===== src/rtl/mem_line_arbiter_pkg.sv =====
// Shared constants and encodings for the cache line-fill arbiter.
package mem_line_arbiter_pkg;

  localparam int WORD_SIZE      = 16;
  localparam int WORDS_PER_LINE = 4;
  localparam int LINE_SIZE      = WORD_SIZE * WORDS_PER_LINE;

  typedef enum logic [1:0] {
    IDLE = 2'd0,
    XFER = 2'd1,
    ACK  = 2'd2
  } state_t;

  typedef enum logic {
    GNT_I = 1'b0,
    GNT_D = 1'b1
  } grant_t;

endpackage


===== src/rtl/mem_line_arbiter_line_beat_buf.sv =====
// Line buffer: word-indexed load for read assembly, word-indexed select for
// write-back serialisation. Word 0 sits in the most significant slot.
module line_beat_buf #(
  parameter  int WORD_W         = 16,
  parameter  int WORDS_PER_LINE = 4,
  localparam int LINE_W         = WORD_W * WORDS_PER_LINE,
  localparam int IDX_W          = $clog2(WORDS_PER_LINE)
) (
  input  logic              clk,
  input  logic              reset_n,
  input  logic              i_load_line,
  input  logic [LINE_W-1:0] i_line,
  input  logic              i_load_word,
  input  logic [IDX_W-1:0]  i_idx,
  input  logic [WORD_W-1:0] i_word,
  output logic [LINE_W-1:0] o_line_next,
  output logic [WORD_W-1:0] o_word
);

  logic [LINE_W-1:0] r_line;

  // o_line_next already contains the word being loaded this cycle, so the
  // owner can capture a complete line on the final beat.
  always_comb begin
    o_line_next = r_line;
    o_word      = '0;
    for (int unsigned k = 0; k < WORDS_PER_LINE; k++) begin
      if (i_idx == IDX_W'(k)) begin
        o_word = r_line[LINE_W-1-WORD_W*k -: WORD_W];
        if (i_load_word) begin
          o_line_next[LINE_W-1-WORD_W*k -: WORD_W] = i_word;
        end
      end
    end
  end

  always_ff @(posedge clk) begin
    if (!reset_n) begin
      r_line <= '0;
    end else if (i_load_line) begin
      r_line <= i_line;
    end else if (i_load_word) begin
      r_line <= o_line_next;
    end
  end

endmodule


===== src/rtl/mem_line_arbiter.sv =====
// Arbitrates I/D cache line requests onto a word-wide memory port, moving
// each line as a burst of sequential word beats.
module mem_line_arbiter #(
  parameter  int WORD_W         = 16,
  parameter  int WORDS_PER_LINE = 4,
  parameter  int ADDR_W         = 16,
  localparam int LINE_W         = WORD_W * WORDS_PER_LINE
) (
  input  logic              clk,
  input  logic              reset_n,
  input  logic              i_req,
  input  logic [ADDR_W-1:0] i_addr,
  output logic              i_ack,
  output logic [LINE_W-1:0] i_line,
  input  logic              d_req,
  input  logic              d_we,
  input  logic [ADDR_W-1:0] d_addr,
  input  logic [LINE_W-1:0] d_wdata,
  output logic              d_ack,
  output logic [LINE_W-1:0] d_line,
  output logic              mem_read,
  output logic              mem_write,
  output logic [ADDR_W-1:0] mem_addr,
  output logic [WORD_W-1:0] mem_wdata,
  input  logic [WORD_W-1:0] mem_rdata,
  input  logic              mem_ready
);

  import mem_line_arbiter_pkg::*;

  localparam int                BEAT_W    = $clog2(WORDS_PER_LINE);
  localparam logic [BEAT_W-1:0] LAST_BEAT = BEAT_W'(WORDS_PER_LINE - 1);
  localparam logic [ADDR_W-1:0] BEAT_MASK = ADDR_W'(WORDS_PER_LINE - 1);

  state_t            r_state, w_state_next;
  grant_t            r_grant, r_last_grant, w_sel;
  logic [BEAT_W-1:0] r_beat;
  logic [ADDR_W-1:0] r_base;
  logic              r_we, r_hold;
  logic              w_start, w_beat_done;
  logic [LINE_W-1:0] r_i_line, r_d_line, w_line_next;
  logic [WORD_W-1:0] w_buf_word;

  assign i_line = r_i_line;
  assign d_line = r_d_line;

  line_beat_buf #(
    .WORD_W        (WORD_W),
    .WORDS_PER_LINE(WORDS_PER_LINE)
  ) u_buf (
    .clk        (clk),
    .reset_n    (reset_n),
    .i_load_line(w_start && (w_sel == GNT_D) && d_we),
    .i_line     (d_wdata),
    .i_load_word(w_beat_done && !r_we),
    .i_idx      (r_beat),
    .i_word     (mem_rdata),
    .o_line_next(w_line_next),
    .o_word     (w_buf_word)
  );

  always_ff @(posedge clk) begin
    if (!reset_n) begin
      r_state <= IDLE;
    end else begin
      r_state <= w_state_next;
    end
  end

  // r_hold masks the first IDLE cycle after ACK, while the requester is
  // still dropping its request.
  always_comb begin
    w_state_next = r_state;
    w_start      = 1'b0;
    w_sel        = r_grant;
    w_beat_done  = 1'b0;
    i_ack        = 1'b0;
    d_ack        = 1'b0;
    mem_read     = 1'b0;
    mem_write    = 1'b0;
    mem_addr     = '0;
    mem_wdata    = '0;
    case (r_state)
      IDLE: begin
        if (!r_hold && (i_req || d_req)) begin
          w_start      = 1'b1;
          w_state_next = XFER;
          if (i_req && d_req) begin
            w_sel = (r_last_grant == GNT_I) ? GNT_D : GNT_I;
          end else begin
            w_sel = d_req ? GNT_D : GNT_I;
          end
        end
      end
      XFER: begin
        mem_addr  = r_base | ADDR_W'(r_beat);
        mem_read  = !r_we;
        mem_write = r_we;
        mem_wdata = r_we ? w_buf_word : '0;
        if (mem_ready) begin
          w_beat_done = 1'b1;
          if (r_beat == LAST_BEAT) begin
            w_state_next = ACK;
          end
        end
      end
      ACK: begin
        i_ack        = (r_grant == GNT_I);
        d_ack        = (r_grant == GNT_D);
        w_state_next = IDLE;
      end
      default: w_state_next = IDLE;
    endcase
  end

  always_ff @(posedge clk) begin
    if (!reset_n) begin
      r_grant      <= GNT_I;
      r_last_grant <= GNT_I;
      r_beat       <= '0;
      r_base       <= '0;
      r_we         <= 1'b0;
      r_hold       <= 1'b0;
      r_i_line     <= '0;
      r_d_line     <= '0;
    end else begin
      r_hold <= (r_state == ACK);
      if (w_start) begin
        r_grant <= w_sel;
        r_base  <= ((w_sel == GNT_D) ? d_addr : i_addr) & ~BEAT_MASK;
        r_we    <= (w_sel == GNT_D) && d_we;
        r_beat  <= '0;
      end else if (w_beat_done) begin
        r_beat <= r_beat + BEAT_W'(1);
      end
      if (w_beat_done && (r_beat == LAST_BEAT) && !r_we) begin
        if (r_grant == GNT_D) begin
          r_d_line <= w_line_next;
        end else begin
          r_i_line <= w_line_next;
        end
      end
      if (r_state == ACK) begin
        r_last_grant <= r_grant;
      end
    end
  end

endmodule


===== config.mk =====
export PLATFORM = sky130hd
export DESIGN_NAME = mem_line_arbiter
export DESIGN_NICKNAME = d
export VERILOG_FILES = /design/src/rtl/mem_line_arbiter_pkg.sv /design/src/rtl/mem_line_arbiter_line_beat_buf.sv /design/src/rtl/mem_line_arbiter.sv
export SDC_FILE = /design/constraint.sdc
export NUM_CORES = 1
export LEC_CHECK = 0
export ABC_AREA = 1
export BUFFER_PORTS_ARGS = -buffer_cell sky130_fd_sc_hd__buf_2
export CAP_MARGIN = 15
export CORE_MARGIN = 2
export CORE_UTILIZATION = 23
export DETAILED_ROUTE_END_ITERATION = 10
export REMOVE_ABC_BUFFERS = 1
export SYNTH_ARGS = -nofsm -noshare
export SYNTH_HDL_FRONTEND = slang
export SYNTH_SLANG_ARGS = --single-unit

===== constraint.sdc =====
create_clock -name clk -period 1.9 [get_ports clk]
set_clock_uncertainty 0.1 [all_clocks]
set_input_delay 0.285 -clock clk [delete_from_list [all_inputs] [get_ports clk]]
set_output_delay 0.285 -clock clk [all_outputs]
set_load 0.05 [all_outputs]

# --- Word level (Yosys, flattened, before mapping) ---
# Index checks and enable logic that the tools add are counted.
totals:
  regBits: 214
  out_inout_bits: 164
classes:
  addsub: 1
  eq_ne: 8
  muxes: 35
  n_bitwise: 3
  reduce_logical: 18
op_table:
  columns: ["op", "n"]
  rows:
  - ["16-bit 2-to-1 mux", 16]
  - ["64-bit 2-to-1 mux", 2]
  - ["16-bit by 2-bit OR with 16-bit output", 1]
  - ["1-bit 2-to-1 mux", 13]
  - ["1-bit logical AND", 8]
  - ["2-bit equality test, second input constant", 3]
  - ["2-bit 2-to-1 mux", 3]
  - ["2-bit inequality test, second input constant", 3]
  - ["2-bit by 1-bit equality test with 1-bit output, second input constant", 2]
  - ["2-bit logical NOT", 2]
  - ["2-bit case mux with 2 select lines", 1]
  - ["2-bit AND reduction", 2]
  - ["3-bit AND reduction", 1]
  - ["2-bit by 1-bit adder with 2-bit output, second input constant", 1]
  - ["1-bit logical NOT", 2]
  - ["1-bit inverter", 2]
  - ["2-bit nonzero test", 1]
  - ["2-bit OR reduction", 1]
  - ["1-bit logical OR", 1]

# --- Logic depth before layout (Yosys ltp) ---
# Gate-level depths: netlist of run 1.
logic_depth:
  word_depth: 7
  mapped_depth: 11

# --- Hierarchy ---
# A second synthesis of run 1 with hierarchy kept.
unflattened:
  cells_unflattened: 1450
  hier_area_um2: 10202.3
modules_own_cells:
  columns: ["mod", "instances", "cells_each", "area_each_um2", "seq_area_each_um2"]
  rows:
  - ["mem_line_arbiter", 1, 799, 6058.3, 3002.9]
  - ["line_beat_buf", 1, 651, 4144.0, 1281.2]

# --- Worst setup path before layout of run 1 ---
# OpenSTA, ideal clock, no wires.
synth_timing:
  path_type: "flip-flop to output port"
  from: "register r_beat[1]"
  to: "output mem_wdata[5]"
  t_arrival_ns: 2.221
  t_required_ns: 1.515
  path_slack_ns: -0.706
  path_stages_with_launch: 12
  n_path_buf: 2
  path_cell_list: "dfxtp_1 > inv_1 > ha_1 > buf_2 > inv_1 > nand2_1 > clkbuf_1 > nor2_1 > a21oi_1 > o21ai_0 > nand2_1 > a21oi_1"
synth_via:
  elab_chain_cells: 7
  elab_cells_between_ends: 10
  cone_classes: "eq/ne: 3; mux: 6; reduce/logical: 1"
synth_lines:
  columns: ["item", "line", "source"]
  rows:
  - ["start, declared", "mem_line_arbiter.sv:37", "logic [BEAT_W-1:0] r_beat;"]
  - ["start signal, assigned", "mem_line_arbiter.sv:134", "r_beat <= r_beat + BEAT_W'(1);"]
  - ["2-bit logical NOT", "mem_line_arbiter_line_beat_buf.sv:28", "if (i_idx == IDX_W'(k)) begin"]
  - ["16-bit 2-to-1 mux (3 in series)", "mem_line_arbiter_line_beat_buf.sv:28", null]
  - ["16-bit 2-to-1 mux (*)", "mem_line_arbiter_line_beat_buf.sv:28", null]
  - ["16-bit 2-to-1 mux (*)", "mem_line_arbiter.sv:99", "mem_wdata = r_we ? w_buf_word : '0;"]
  - ["16-bit 2-to-1 mux (*)", "mem_line_arbiter.sv:83", "case (r_state)"]
  - ["end, declared", "mem_line_arbiter.sv:24", "output logic [WORD_W-1:0] mem_wdata,"]
# Mark *: on every way between the ends. The rest lies on a longest branch, timed or not.

# --- Final worst setup path of run 1 ---
layout_timing:
  from: "register r_beat[0]"
  to: "output mem_wdata[7]"
# The elaborated chain is that of the path after synthesis.

==> results of run 1 <==
## layer usage
layer	share of wire	track usage	wire length (um)	vias up
met4	0.043	0.0731	2350	0
met5	0	0	0	-
met3	0.085	0.0449	4720	150
met1	0.40	0.266	22300	6179
met2	0.47	0.347	25900	676
li1	-	-	-	5825
## worst paths after layout
path,endpoint,slack (ns),depth (start not counted)
setup reg to reg,u_buf.r_line[44]$_SDFFE_PN0P_,-0.27,14
setup / recovery,mem_wdata[7],-0.69,10
hold reg to reg,r_base[12]$_SDFFE_PN0P_,0.35,2
hold / removal,d_line[15]$_SDFFE_PN0P_,0.11,3
## flip-flops by register name (all words and copies together), names as in the netlist
signal / cells
d_line: 64
i_line: 64
u_buf.r_line: 64
r_base: 14
r_beat: 2
r_state: 2
r_grant: 1
r_hold: 1
r_last_grant: 1
r_we: 1
## where the power goes
group	switching, mW	total, mW	internal [mW]
sequential	0.0854	4.69	4.60
combinational	1.23	2.14	0.909
clock	2.22	6.12	3.90
total	3.54	12.9	9.41
## what timing repair did
action	4_1_cts	5_1_grt
hold endpoints to repair	99	0
pin swaps	39	144
setup buffers	40	53
hold buffers	104	0
setup endpoints to repair	161	228
gates resized for setup	346	518
gates cloned	27	19
## cells by family (layout without fill, tap and decap cells)
group / Yosys count / count (layout) / synth area share
AOI/OAI and AO/OA: 427 / 427 / 0.233
xor gates and xnor gates: 1 / 1 / 0.000857
DFF: 214 / 214 / 0.419
and+or+nand+nor: 469 / 470 / 0.207
buffers and inverters: 344 / 873 / 0.135
adders and majority gates: 4 / 4 / 0.00489
## worst max-delay path: stages, from the launching register on
cell and delay (ns):
dfxtp_4 0.37, inv_4 0.07, buf_6 0.10, ha_4 0.24, buf_6 0.14, buf_12 0.13
a21oi_1 0.08, o21ai_1 0.11, nand2_1 0.08, a21oi_1 0.11, buf_4 0.22
## final cells by class
class	instances	share of cell area
Clock buffer	30	0.0365
Clock inverter	18	0.0173
Inverter	232	0.0477
Multi-Input combinational cell	902	0.330
Sequential cell	214	0.221
Tap cell	592	0.0382
Timing Repair Buffer	593	0.309
## cells in the final DEF, fill, tap and decap left out, drive strengths merged
cell         Yosys  final
a21oi          135    135
buf             57    471
bufinv           0      9
clkbuf          55     48
clkinv           0      3
clkinvlp         0      5
dfxtp          214    214
dlygate4sd3      0    104
ha               4      4
inv            232    233
nand2          241    241
nand3          110    111
nand3b           2      2
nand4           57     57
nor2            56     56
nor3             2      2
o21a            96     96
o21ai          194    194
o22ai            1      1
o31ai            1      1
or2              1      1
xor2             1      1
==> results_dict.tcl, run 1 <==
set metrics [dict create \
    die_w_um 215 \
    tritoncts "built" \
    antenna_found_initial 0 \
    utilization 0.440 \
    grt_pass1_vias 12000 \
    cts_num_sinks 214 \
    leakage_nw 9.13 \
    ant_nets 0 \
    post-route-min-period_ns 2.59 \
    global_route.usage.total 0.209 \
    post-place-cells 2309 \
    routedWlPerCell_um 21.4 \
    synth_enable_flop_cells 0 \
    finalSetupTns_ns -35.11 \
    dr.pass1.iters 8 \
    grt_pass1_wl_um 73700 \
    grt_max_degree 72 \
    synthTopCellsByCount "239 x nand2_1, 219 x inv_1, 214 x dfxtp_1" \
    rsz0062_at_grt "true" \
    maxCapViolCount 0 \
    power_mw 12.9 \
    root_buffer "clkbuf_16" \
    die_area_mm2 0.0462 \
    core_area_mm2 0.0440 \
    initial_utilization 0.232 \
    drc 0 \
    multi_input_area_mm2 0.00639 \
    instances_no_fill 2581 \
    syn_avg_cell_area_um2 7.01 \
    power_density_mw_per_mm2 668 \
    wirelength_um 55300 \
    maxSlewViolCount 0 \
    row_count 77 \
    reg2reg_from "r_state[1]$_SDFFE_PN0P_" \
    ir_drop_mv 0.671 \
    finalSetupViolations 201 \
    ys_ff_latch 214 \
    crit_fanout 16 \
    ys.warnings.count 0 \
    io_buffer_count 277 \
    period_share 1.36 \
    path_class "flop to output pin" \
    startpoint_type "flop" \
    fillerInstances 4038 \
    hpwl_um 29000 \
    clock_path_buffers 3 \
    gp_congestion 0.833 \
    async_flop_share 0 \
    fin_area_mm2 0.0194 \
    nets 2092 \
    drtIter0Drc 1087 \
    dieHeight_um 215 \
    violations "setup timing" \
    min_path_type "input port to flop" \
    synth_area_mm2 0.0102 \
    critPathRequiredTime_ns 1.51 \
    worst_pin_slew_ns 0.559 \
    viasPerCell 4.97 \
    critPathLaunch "r_beat[0]$_SDFFE_PP0N_" \
    synth_largest_area_cell "dfxtp_1" \
    hold_path.startpoint "mem_rdata[15]" \
    grt-ovfl-total 0 \
    clock_latency_ns 0.56 \
    fmax_ghz 0.386 \
    drive_above_1_share 0.460 \
    path_clk_slew_ns 0.06 \
    seqCellArea_mm2 0.00429 \
    status "complete, but fails checks" \
    post-place-ws_ns -0.274 \
    synth_top_area_frac 0.419 \
    diodes 0 \
    synthMostInstantiatedCell "nand2_1" \
    yosysSeqAreaShare 0.419 \
    end_kind "output pin" \
    io_pins 282 \
    ys_types 30 \
    cts-htree-levels 1 \
    vias 12800 \
    hold_ws_ns 0.112 \
    cp_data_arrival_time_ns 2.20 \
    slew_headroom 0.627 \
    finalHoldViolations 0 \
    numCtsBuffers 27 \
    syn-instance-count 1459 \
    ys.flop_type "dfxtp_1" \
    synth_area_leaders "dfxtp_1 42%, nand2_1 8.8%, o21ai_0 8.2%, inv_1 8.0%, o21a_1 7.0%" \
    placed_cell_area_mm2 0.0129 \
    finalWorstSetupSlack_ns -0.688 \
    area_delta_synth_final_pct 89.6 \
]
Power figures use the tool's default switching activity.
==> run 2: changes to the inputs <==
--- a/config.mk
+++ b/config.mk
@@ -5,7 +5,6 @@
 export SDC_FILE = /design/constraint.sdc
 export NUM_CORES = 1
 export LEC_CHECK = 0
-export ABC_AREA = 1
 export BUFFER_PORTS_ARGS = -buffer_cell sky130_fd_sc_hd__buf_2
 export CAP_MARGIN = 15
 export CORE_MARGIN = 2
==> results_dict.tcl, run 2 <==
set metrics [dict create \
    ys.flop_type "dfxtp_1" \
    row_count 74 \
    ant_nets 0 \
    crit_chain "and2b_4 -> nand2_4 -> or2_4 -> buf_8 -> o22ai_1 -> buf_4" \
    dieHeight_um 206 \
    hold_path.startpoint "mem_rdata[10]" \
    rsz0062_at_grt "true" \
    fin_area_mm2 0.0155 \
    synthMostInstantiatedCell "dfxtp_1" \
    swShare 0.265 \
    clock_latency_ns 0.55 \
    finalSetupTns_ns -14.46 \
    path_class "flop to output pin" \
    critPathRequiredTime_ns 1.51 \
    power_mw 11.1 \
    r2r_cells 7 \
    async_flop_share 0 \
    syn-instance-count 1114 \
    synth_largest_area_cell "dfxtp_1" \
    ys_types 39 \
    finalHoldViolations 0 \
    cp_data_arrival_time_ns 2.12 \
    synth_area_mm2 0.00943 \
    wirelength_um 46000 \
    hpwl_um 26800 \
    gp_congestion 0.796 \
    rr_endpoint "r_base[15]$_SDFFE_PN0P_" \
    syn_avg_cell_area_um2 8.47 \
    ys_ff_latch 214 \
    cp_top_family "simple AND/OR/NAND/NOR gates" \
    cp_slowest_stage_delay_ns 0.32 \
    ys.warnings.count 0 \
    drtIter0Drc 758 \
    status "complete, but fails checks" \
    synthTopCellsByCount "214 x dfxtp_1, 203 x nand2_1, 111 x o21ai_0" \
    yosysSeqAreaShare 0.454 \
    fmax_ghz 0.399 \
    worst_pin_slew_ns 0.730 \
    critical_path_buf_inv_count 2 \
    post-route-min-period_ns 2.51 \
    leakage_nw 6.35 \
    placed_cell_area_mm2 0.0120 \
    drc 0 \
    muxShareOfSynthArea 0.0785 \
    power_density_mw_per_mm2 716 \
    global_route.usage.total 0.187 \
    tritoncts "built" \
    ir_drop_mv 0.584 \
    yosys.area_share.simple 0.153 \
    routedWlPerCell_um 21.8 \
    final_common_cell "buf_2" \
    io_pins 282 \
    slowest_stage "dfxtp_2" \
    grt_max_degree 82 \
    die_w_um 206 \
    finalWorstSetupSlack_ns -0.607 \
    core_area_mm2 0.0406 \
    rrSetupSlack_ns -0.19 \
    initial_utilization 0.232 \
    min_path_type "input port to flop" \
    area_delta_synth_final_pct 64.9 \
    antenna_found_initial 1 \
    cts_num_sinks 214 \
    synth-adder-area-share 0.00531 \
    grt-ovfl-total 0 \
    die_area_mm2 0.0426 \
    p_seq_frac 0.425 \
    mostFrequentLayoutCells "240 x buf_2, 209 x dfxtp_1, 197 x nand2_1, 111 x o21ai_0, 107 x dlygate4sd3_1" \
    reg2reg_from "r_state[1]$_SDFFE_PN0P_" \
    synth-compound-area-share 0.253 \
    synth_top_family_by_area "compound AO/OA/AOI/OAI gates" \
    grt_pass1_vias 9874 \
    end_kind "output pin" \
    p_clk_frac 0.431 \
    violations "setup timing" \
    startpoint_type "flop" \
    power.switching_mw 2.94 \
    cts-htree-levels 1 \
    path_clk_slew_ns 0.07 \
    synth_top_area_frac 0.454 \
    nets 1683 \
    p_comb_frac 0.143 \
    min_to "d_line[10]$_SDFFE_PN0P_" \
    finalSetupViolations 96 \
    maxCapViolCount 0 \
    drive_above_1_share 0.345 \
    slew_headroom 0.513 \
    viasPerCell 5.02 \
    crit_fanout 6 \
    period_share 1.32 \
    maxSlewViolCount 0 \
    dr.pass1.iters 5 \
    hold_path_depth 3 \
    root_buffer "clkbuf_16" \
    grt_pass1_wl_um 60600 \
    vias 10600 \
    synth_enable_flop_cells 0 \
    internal_power_mw 8.18 \
    synth_area_leaders "dfxtp_1 45%, nand2_1 8.1%, mux2i_1 7.9%, a31oi_1 6.5%, a221o_1 6.3%" \
    clock_path_buffers 3 \
    yosys.area_share.xor_xnor 0.000929 \
    numCtsBuffers 26 \
    post-place-ws_ns -0.199 \
    io_buffer_count 277 \
]
==> run 2: final cells by class <==
type | instances | area (um^2)
Antenna cell | 1 | 2.50
Clock inverter | 7 | 67.6
Timing Repair Buffer | 534 | 4810
Fill cell | 4033 | 25100
Sequential cell | 214 | 4290
Multi-Input combinational cell | 780 | 4960
Inverter | 5 | 26.3
Clock buffer | 34 | 722
Tap cell | 532 | 666
==> run 2: worst max path at each step <==
stage,startpoint,end,slack (ns),cells after the start
floorplan,r_beat[1]$_SDFFE_PP0N_,d_line[62]$_SDFFE_PN0P_,-1.85,4
global placement,r_beat[1]$_SDFFE_PP0N_,mem_wdata[2],-0.19,8
detailed placement,r_beat[1]$_SDFFE_PP0N_,mem_wdata[2],-0.20,8
CTS,r_beat[1]$_SDFFE_PP0N_,mem_wdata[11],-0.56,9
global route,r_beat[1]$_SDFFE_PP0N_,mem_wdata[4],-0.69,9
finish,r_state[1]$_SDFFE_PN0P_,mem_wdata[4],-0.61,6
==> run 2: cells by family after synthesis <==
logic type,Yosys count
buffers and inverters,121
multiplexers,74
AO/OA/AOI/OAI,372
flip-flops,214
adder cells (fa/ha/maj),4
AND/OR/NAND/NOR,328
XOR/XNOR,1
==> run 2: worst reg2reg max path, cell delays in order (launching register included) <==
cell       delay, ns
dfxtp_2         0.32
buf_6           0.12
buf_6           0.12
or4b_4          0.53
a32oi_4         0.28
clkbuf_16       0.22
mux2i_1         0.21
a21oi_1         0.09
==> run 2: power by group through the flow <==
| stage | Sequential, mW | Clock, mW | Combinational [mW] |
|---|---|---|---|
| after detailed placement | 4.81 | 0 | 1.08 |
| after global placement | 4.81 | 0 | 1.06 |
| after floorplan | 4.78 | 0 | 0.539 |
| after global routing | 4.74 | 5.04 | 1.69 |
| after CTS | 4.72 | 4.88 | 1.41 |
| final | 4.73 | 4.80 | 1.60 |
==> run 2: per-layer routing <==
metal / vias up / wire length, um / track usage
met4: 0 / 1220 / 0.0429
met3: 67 / 3870 / 0.0479
met5: - / 0 / 0
met1: 5102 / 19400 / 0.240
li1: 4911 / - / -
met2: 495 / 21500 / 0.313
==> run 2: through the flow <==
| step | hold WS (ns) | instances | utilization |
|---|---|---|---|
| 2_1_floorplan | 0.303 | 998 | - |
| 3_3_place_gp | 0.340 | 1888 | 0.294 |
| 3_5_place_dp | 0.346 | 1888 | 0.294 |
| 4_1_cts | 0.00303 | 2054 | 0.358 |
| 5_1_grt | 0.0390 | 2107 | 0.383 |
| 6_report | 0.0337 | 2107 | 0.383 |
==> run 2: repair_timing <==
item	CTS	global route
gates resized for setup	141	76
hold buffers	107	0
endpoints found under the hold margin	123	0
setup buffers	12	32
setup endpoints to repair	155	220
pin swaps	36	35
cloned	6	23
